--- config.mk ---
export PLATFORM = sky130hd
export DESIGN_NAME = seq_divider_u8
export DESIGN_NICKNAME = d
export VERILOG_FILES = /design/src/rtl/seq_divider_u8.sv
export SDC_FILE = /design/constraint.sdc
export NUM_CORES = 1
export LEC_CHECK = 0
export CAP_MARGIN = 20
export CORE_MARGIN = 4
export CORE_UTILIZATION = 34
export CTS_BUF_LIST = sky130_fd_sc_hd__clkbuf_16
export DETAILED_ROUTE_END_ITERATION = 8
export PLACE_DENSITY = 0.58
export SLEW_MARGIN = 20
export SYNTH_ARGS = -nofsm -noshare
export SYNTH_HDL_FRONTEND = slang
export SYNTH_SLANG_ARGS = --single-unit
--- constraint.sdc ---
create_clock -name clk -period 3.05 [get_ports clk]
set_clock_uncertainty 0.05 [all_clocks]
set_input_delay 0.7625 -clock clk [delete_from_list [all_inputs] [get_ports clk]]
set_output_delay 0.7625 -clock clk [all_outputs]
set_load 0.02 [all_outputs]
--- src/rtl/seq_divider_u8.sv ---
// Sequential unsigned restoring divider: one quotient bit per clock.
// Divide-by-zero returns all-ones quotient and the dividend as remainder immediately.
module seq_divider_u8 #(
    parameter int WIDTH = 8
) (
    input  logic             clk,
    input  logic             rst,
    input  logic             start,
    input  logic [WIDTH-1:0] dividend,
    input  logic [WIDTH-1:0] divisor,
    output logic             busy,
    output logic             done,
    output logic [WIDTH-1:0] quotient,
    output logic [WIDTH-1:0] remainder,
    output logic             div_by_zero
);
    localparam int CW = $clog2(WIDTH + 1);
    localparam logic [0:0] S_IDLE = 1'b0;
    localparam logic [0:0] S_RUN  = 1'b1;

    logic [0:0]       state_q, state_d;
    logic [CW-1:0]    cnt_q, cnt_d;
    logic [WIDTH-1:0] r_q, r_d, q_q, q_d, dvs_q, dvs_d;
    logic [WIDTH-1:0] quo_q, quo_d, rem_q, rem_d;
    logic             done_q, done_d, dbz_q, dbz_d;
    logic [WIDTH:0]   r_sh, trial;

    always_comb begin
        // Partial remainder stays below the divisor, so a non-negative trial fits in WIDTH bits
        // and the top bit of the WIDTH+1 result is a clean borrow flag.
        r_sh    = {r_q, q_q[WIDTH-1]};
        trial   = r_sh - {1'b0, dvs_q};
        state_d = state_q;
        cnt_d   = cnt_q;
        r_d     = r_q;
        q_d     = q_q;
        dvs_d   = dvs_q;
        quo_d   = quo_q;
        rem_d   = rem_q;
        dbz_d   = dbz_q;
        done_d  = 1'b0;
        case (state_q)
            S_IDLE: begin
                if (start) begin
                    if (divisor != '0) begin
                        dvs_d   = divisor;
                        r_d     = '0;
                        q_d     = dividend;
                        cnt_d   = CW'(WIDTH);
                        state_d = S_RUN;
                    end else begin
                        done_d = 1'b1;
                        quo_d  = '1;
                        rem_d  = dividend;
                        dbz_d  = 1'b1;
                    end
                end
            end
            S_RUN: begin
                r_d   = trial[WIDTH] ? r_sh[WIDTH-1:0] : trial[WIDTH-1:0];
                q_d   = {q_q[WIDTH-2:0], ~trial[WIDTH]};
                cnt_d = cnt_q - CW'(1);
                if (cnt_q == CW'(1)) begin
                    quo_d   = q_d;
                    rem_d   = r_d;
                    dbz_d   = 1'b0;
                    done_d  = 1'b1;
                    state_d = S_IDLE;
                end
            end
            default: state_d = S_IDLE;
        endcase
    end

    always_ff @(posedge clk) begin
        if (rst) begin
            state_q <= S_IDLE;
            cnt_q   <= '0;
            r_q     <= '0;
            q_q     <= '0;
            dvs_q   <= '0;
            quo_q   <= '0;
            rem_q   <= '0;
            dbz_q   <= 1'b0;
            done_q  <= 1'b0;
        end else begin
            state_q <= state_d;
            cnt_q   <= cnt_d;
            r_q     <= r_d;
            q_q     <= q_d;
            dvs_q   <= dvs_d;
            quo_q   <= quo_d;
            rem_q   <= rem_d;
            dbz_q   <= dbz_d;
            done_q  <= done_d;
        end
    end

    assign busy        = (state_q == S_RUN);
    assign done        = done_q;
    assign quotient    = quo_q;
    assign remainder   = rem_q;
    assign div_by_zero = dbz_q;
endmodule

=== Yosys cells after proc, flatten, opt, wreduce, memory -nomap -nowiden ===
Cells that the tools add are included.

* Logic and storage cells: 52
* Output and inout bits: 19
* Input bits: 19
* Register bits after elaboration: 47

* Multiplexer cells: 30
* Reductions and logical operators: 4
* Bitwise operators: 2
* Add/subtract/negate cells: 2
* Equality and inequality tests: 5

{| class="wikitable"
|+ Operators with widths
! operator !! number
|-
| two-way mux 8 bit || 11
|-
| case mux 8 bit (2 select lines) || 4
|-
| two-way mux 1 bit || 9
|-
| subtractor 9 x 8 -> 9 bit || 1
|-
| two-way mux 4 bit || 2
|-
| case mux 4 bit (2 select lines) || 1
|-
| nonzero test 8 bit || 1
|-
| != test 2 bit (second input constant) || 3
|-
| case mux 1 bit (2 select lines) || 3
|-
| AND reduction 3 bit || 2
|-
| == test 4 x 1 -> 1 bit (second input constant) || 1
|-
| subtractor 4 x 1 -> 4 bit (second input constant) || 1
|-
| != test 2 x 1 -> 1 bit (second input constant) || 1
|-
| inverter 1 bit || 2
|-
| AND reduction 2 bit || 1
|}

=== Depth between registers and ports, before layout ===
* Depth after elaboration: 4
* Mapped depth: 10
* Mapped depth without buffers: 9

=== Worst setup path before layout ===
No wires, ideal clock.

* Path kind: register -> register
* Start: register q_q[7]
* End: register q_q[0]
* Data required time: 2.869 ns
* Path slack: 0.845 ns
* Cell stages (with the launch flop): 11
* Setup time: 0.131 ns
* Buffers on the path: 1
* Arrival: 2.024 ns
* Cell sequence: dfxtp_1 inv_1 ha_1 inv_1 fa_1 a211oi_2 o211ai_1 o211a_4 buf_6 a211oi_2 nor3_2

* Longest elaborated chain between the ends: 3

{| class="wikitable"
|+ Ends and longest elaborated chain
! element !! RTL line !! text
|-
| start, declared || 23 || <nowiki>logic [WIDTH-1:0] r_q, r_d, q_q, q_d, dvs_q, dvs_d;</nowiki>
|-
| start signal, assigned || 90 || <nowiki>q_q <= q_d;</nowiki>
|-
| subtractor 9 x 8 -> 9 bit || 32 || <nowiki>trial = r_sh - {1'b0, dvs_q};</nowiki>
|-
| inverter 1 bit || 61 || <nowiki>q_d = {q_q[WIDTH-2:0], ~trial[WIDTH]};</nowiki>
|-
| case mux 8 bit (2 select lines) || 42 || <nowiki>case (state_q)</nowiki>
|}

No other way between the ends.
A chain may end at the register's enable or synchronous reset.

=== Worst setup path after layout ===
* Start: register q_q[7]
* End: register r_q[7]

* Longest elaborated chain between the ends: 3

{| class="wikitable"
|+ Ends and longest elaborated chain
! element !! RTL line !! text
|-
| subtractor 9 x 8 -> 9 bit || 32 ||
|-
| two-way mux 8 bit || 60 || <nowiki>r_d = trial[WIDTH] ? r_sh[WIDTH-1:0] : trial[WIDTH-1:0];</nowiki>
|-
| case mux 8 bit (2 select lines) || 42 ||
|-
| end signal, assigned || 89 || <nowiki>r_q <= r_d;</nowiki>
|-
| end, declared || 23 ||
|}

No other way between the ends.

==> run_results.csv <==
group,metric,value,unit
run_status,status,"completed",
synthesis,yosysTopAreaCellShare,38.8,%
timing,finalHoldViolations,0,
worst_setup_path,cp.arrival,2.69,ns
global_routing,grt_pass1_vias,1994,
pwr,power,1.76,mW
detailed_routing,wire_per_inst,15.0,um
pwr,power.leakage,1.11,nW
die,die_y,92.4,um
global_routing,antenna_found_initial,0,
detailed_routing,drtAntennaViolNets,0,
synthesis,synthFlopType,"dfxtp_1",
synthesis,synth_seq_area_share,38.8,%
worst_setup_path,r2r_start,"q_q[7]",
run,maxCapViolCount,0,
detailed_routing,routed_wl,6140,um
worst_setup_path,crit_required,3.21,ns
die,die_w,92.4,um
timing,whs,0.404,ns
clocking,cts_buffer_depth,2,
pwr,switching_share,29.7,%
timing,slew_violations,0,
layout,seq_area,941,um^2
placement,dpl-instance-area,0.00289,mm^2
clocking,cts_setup_buffers,0,
layout,mostFrequentLayoutCells,"dfxtp_1 (47), clkdlybuf4s50_1 (37), a21oi_1 (27)",
synthesis,ys_warn_count,0,
die,io_pins,38,
synthesis,synth_edf_count,0,
clocking,cts.reportedPaths.clkPinSlew,0.06,ns
detailed_routing,dr.pass1.iters,4,
clocking,ctsResizeCount,0,
layout,design_area,0.00306,mm^2
synthesis,syn_inst,278,
global_routing,grt_start_max_net_pins,29,
clocking,cts_root_buf,"clkbuf_16",
worst_setup_path,critPathMaxStageDelay,0.41,ns
timing,final.setup.tns,0,ns
global_routing,grt_pass1_wl,10100,um
timing,grt_setup_unrepaired,"no",
synthesis,synth.net_count,308,
worst_setup_path,crit_path_cell_trace,"inv_1 -> ha_1 -> inv_1 -> fa_1 -> a211oi_2 -> o211a_1 -> o211a_4 -> o311ai_1 -> a31oi_1",
clocking,cts.htree.levels,2,
pwr,power.internal,1.24,mW
worst_setup_path,critical_path.slowest_cell,"fa_1",
timing,max_freq,395,MHz
timing,slew_headroom,57.3,%
timing,period_share,83.1,%
layout,layout_commonest_cell,"dfxtp_1",
worst_setup_path,r2r_cells,9,
detailed_routing,vias,2148,
die,dieArea,0.00854,mm^2
global_routing,grt_overflow_total,0,
clocking,clk_latency,0.29,ns
layout,fillCellCount,684,
min_path,hold_path.class,"reg -> reg",
clocking,cts_tree,"yes",
worst_setup_path,crit_top_cell,"inv_1",
pwr,power_frac_comb,26.4,%
synthesis,synth_area_leaders,"dfxtp_1 (39%), a21oi_1 (5.6%), ha_1 (5.2%), nor2_1 (3.9%), o21ai_0 (3.5%)",
layout,antennaDiodeCount,0,
timing,finalSetupViolations,0,
worst_setup_path,worstPathMaxFanout,17,
placement,port_buffers,37,
synthesis,synth_area_leader_cell,"dfxtp_1",
layout,syn_to_final_growth,26.1,%
pwr,switchingPower,522,uW
synthesis,yosysUniqueCellTypes,53,
clocking,clock_sinks,47,
synthesis,avgSynthCellArea,8.72,um^2
layout,final_nets,342,
worst_setup_path,crit_path_end_kind,"flip-flop",
worst_setup_path,crit_type,"reg -> reg",
timing,min_period,2.53,ns
pwr,power_density,575,mW/mm^2
die,core,0.00687,mm^2
pwr,seqPwrFrac,39.1,%
global_routing,grt_util_all_layers,15.0,%
synthesis,ys_ff_latch,47,
placement,gp_congestion,0.791,
worst_setup_path,rr_endpoint,"r_q[7]",
layout,drive_above_1_share,12.1,%
worst_setup_path,rrSetupSlack,0.52,ns
detailed_routing,drt-initial-drc-count,224,
worst_setup_path,crit_end,"r_q[7]",
timing,setup_ws,0.516,ns
die,row_count,30,
clocking,cts_buffers,5,
worst_setup_path,start_kind,"flip-flop",
placement,hpwl,4500,um
synthesis,syn-cell-area,0.00242,mm^2
worst_setup_path,cp-startpoint,"q_q[7]",
pwr,ir_drop,0.344,mV
die,start_util,35.3,%
synthesis,synth_async_sr_flop_share,0,%
clocking,cts_hold_repair.buffers,0,
placement,dp_slack,0.281,ns
detailed_routing,viasPerCell,5.25,
pwr,clkPwrFrac,34.5,%
detailed_routing,drcViolationCount,0,
layout,multi_input_area,0.00135,mm^2
timing,tightest_slew,0.640,ns
==> worst min-delay path by stage <==
stage / startpoint / endpoint / slack (ns) / cells past startpoint
CTS: dvs_q[2] / dvs_q[2] / 0.41 / 2
finish: dvs_q[2] / dvs_q[2] / 0.40 / 2
global route: dvs_q[4] / dvs_q[4] / 0.41 / 2
floorplan: dvs_q[1] / dvs_q[1] / 0.39 / 2
global placement: dvs_q[2] / dvs_q[2] / 0.39 / 2
detailed placement: dvs_q[2] / dvs_q[2] / 0.40 / 2
==> cell families (layout without fill, tap and decap cells) <==
family                   count (synthesis)  in the layout  synth area share, %
AND/OR/NAND/NOR                         85             85                 18.7
flip-flops                              47             47                 38.8
adder cells (fa/ha/maj)                 11             11                 5.99
XOR/XNOR                                 4              4                 1.45
multiplexers                             4              4                 1.70
AO/OA/AOI/OAI                           96             96                 27.8
buffers and inverters                   31             66                 5.58
==> final cells by class <==
cell class / count / share of cell area (%)
clock inverters: 3 / 1.27
multi-input cells: 200 / 44.1
well taps: 96 / 3.93
flip-flops and latches: 47 / 30.8
repair buffers: 43 / 14.0
clock buffers: 5 / 4.09
inverters: 15 / 1.84
==> layer usage <==
layer	track usage (%)	wire [um]	up-vias
met1	21.1	2960	1006
met4	4.83	96	0
met5	0	0	-
met2	22.4	2840	44
li1	-	-	1090
met3	3.57	249	8
==> Yosys cell counts (all sizes together) (5+ instances only) <==
library cell	instances
a31oi	11
ha	10
nand3b	7
o21ai	19
buf	8
nand2	23
dfxtp	47
nor3	7
o211ai	5
a211oi	9
a21oi	28
o221a	5
inv	15
nand3	6
clkbuf	8
nor2	25
==> flip-flops by register name, summed over array words and instances, names as in the netlist <==
name / flops
dvs_q: 8
q_q: 8
quotient: 8
r_q: 8
remainder: 8
cnt_q: 4
busy: 1
div_by_zero: 1
done: 1
==> metrics by stage <==
step,util [%],std cells
6_report,44.5,409
5_1_grt,44.5,409
4_1_cts,44.5,409
3_5_place_dp,42.1,401
3_3_place_gp,42.1,401
2_1_floorplan,-,278
==> worst max-delay path, delay by kind of cell, from the launching register on <==
family / cells / cell delay [ns]
flops: 1 / 0.33
compound gates: 5 / 1.33
fa+ha+maj: 2 / 0.58
buf+inv: 2 / 0.16
==> power groups by stage <==
| stage | Clock (mW) | Sequential (mW) | Combinational (mW) |
|---|---|---|---|
| global placement | 0 | 0.702 | 0.461 |
| CTS | 0.617 | 0.688 | 0.466 |
| floorplan | 0 | 0.702 | 0.343 |
| finish | 0.607 | 0.688 | 0.464 |
| global route | 0.646 | 0.694 | 0.516 |
| detailed placement | 0 | 0.701 | 0.462 |
Note: power is estimated with default switching activity, not from simulation.
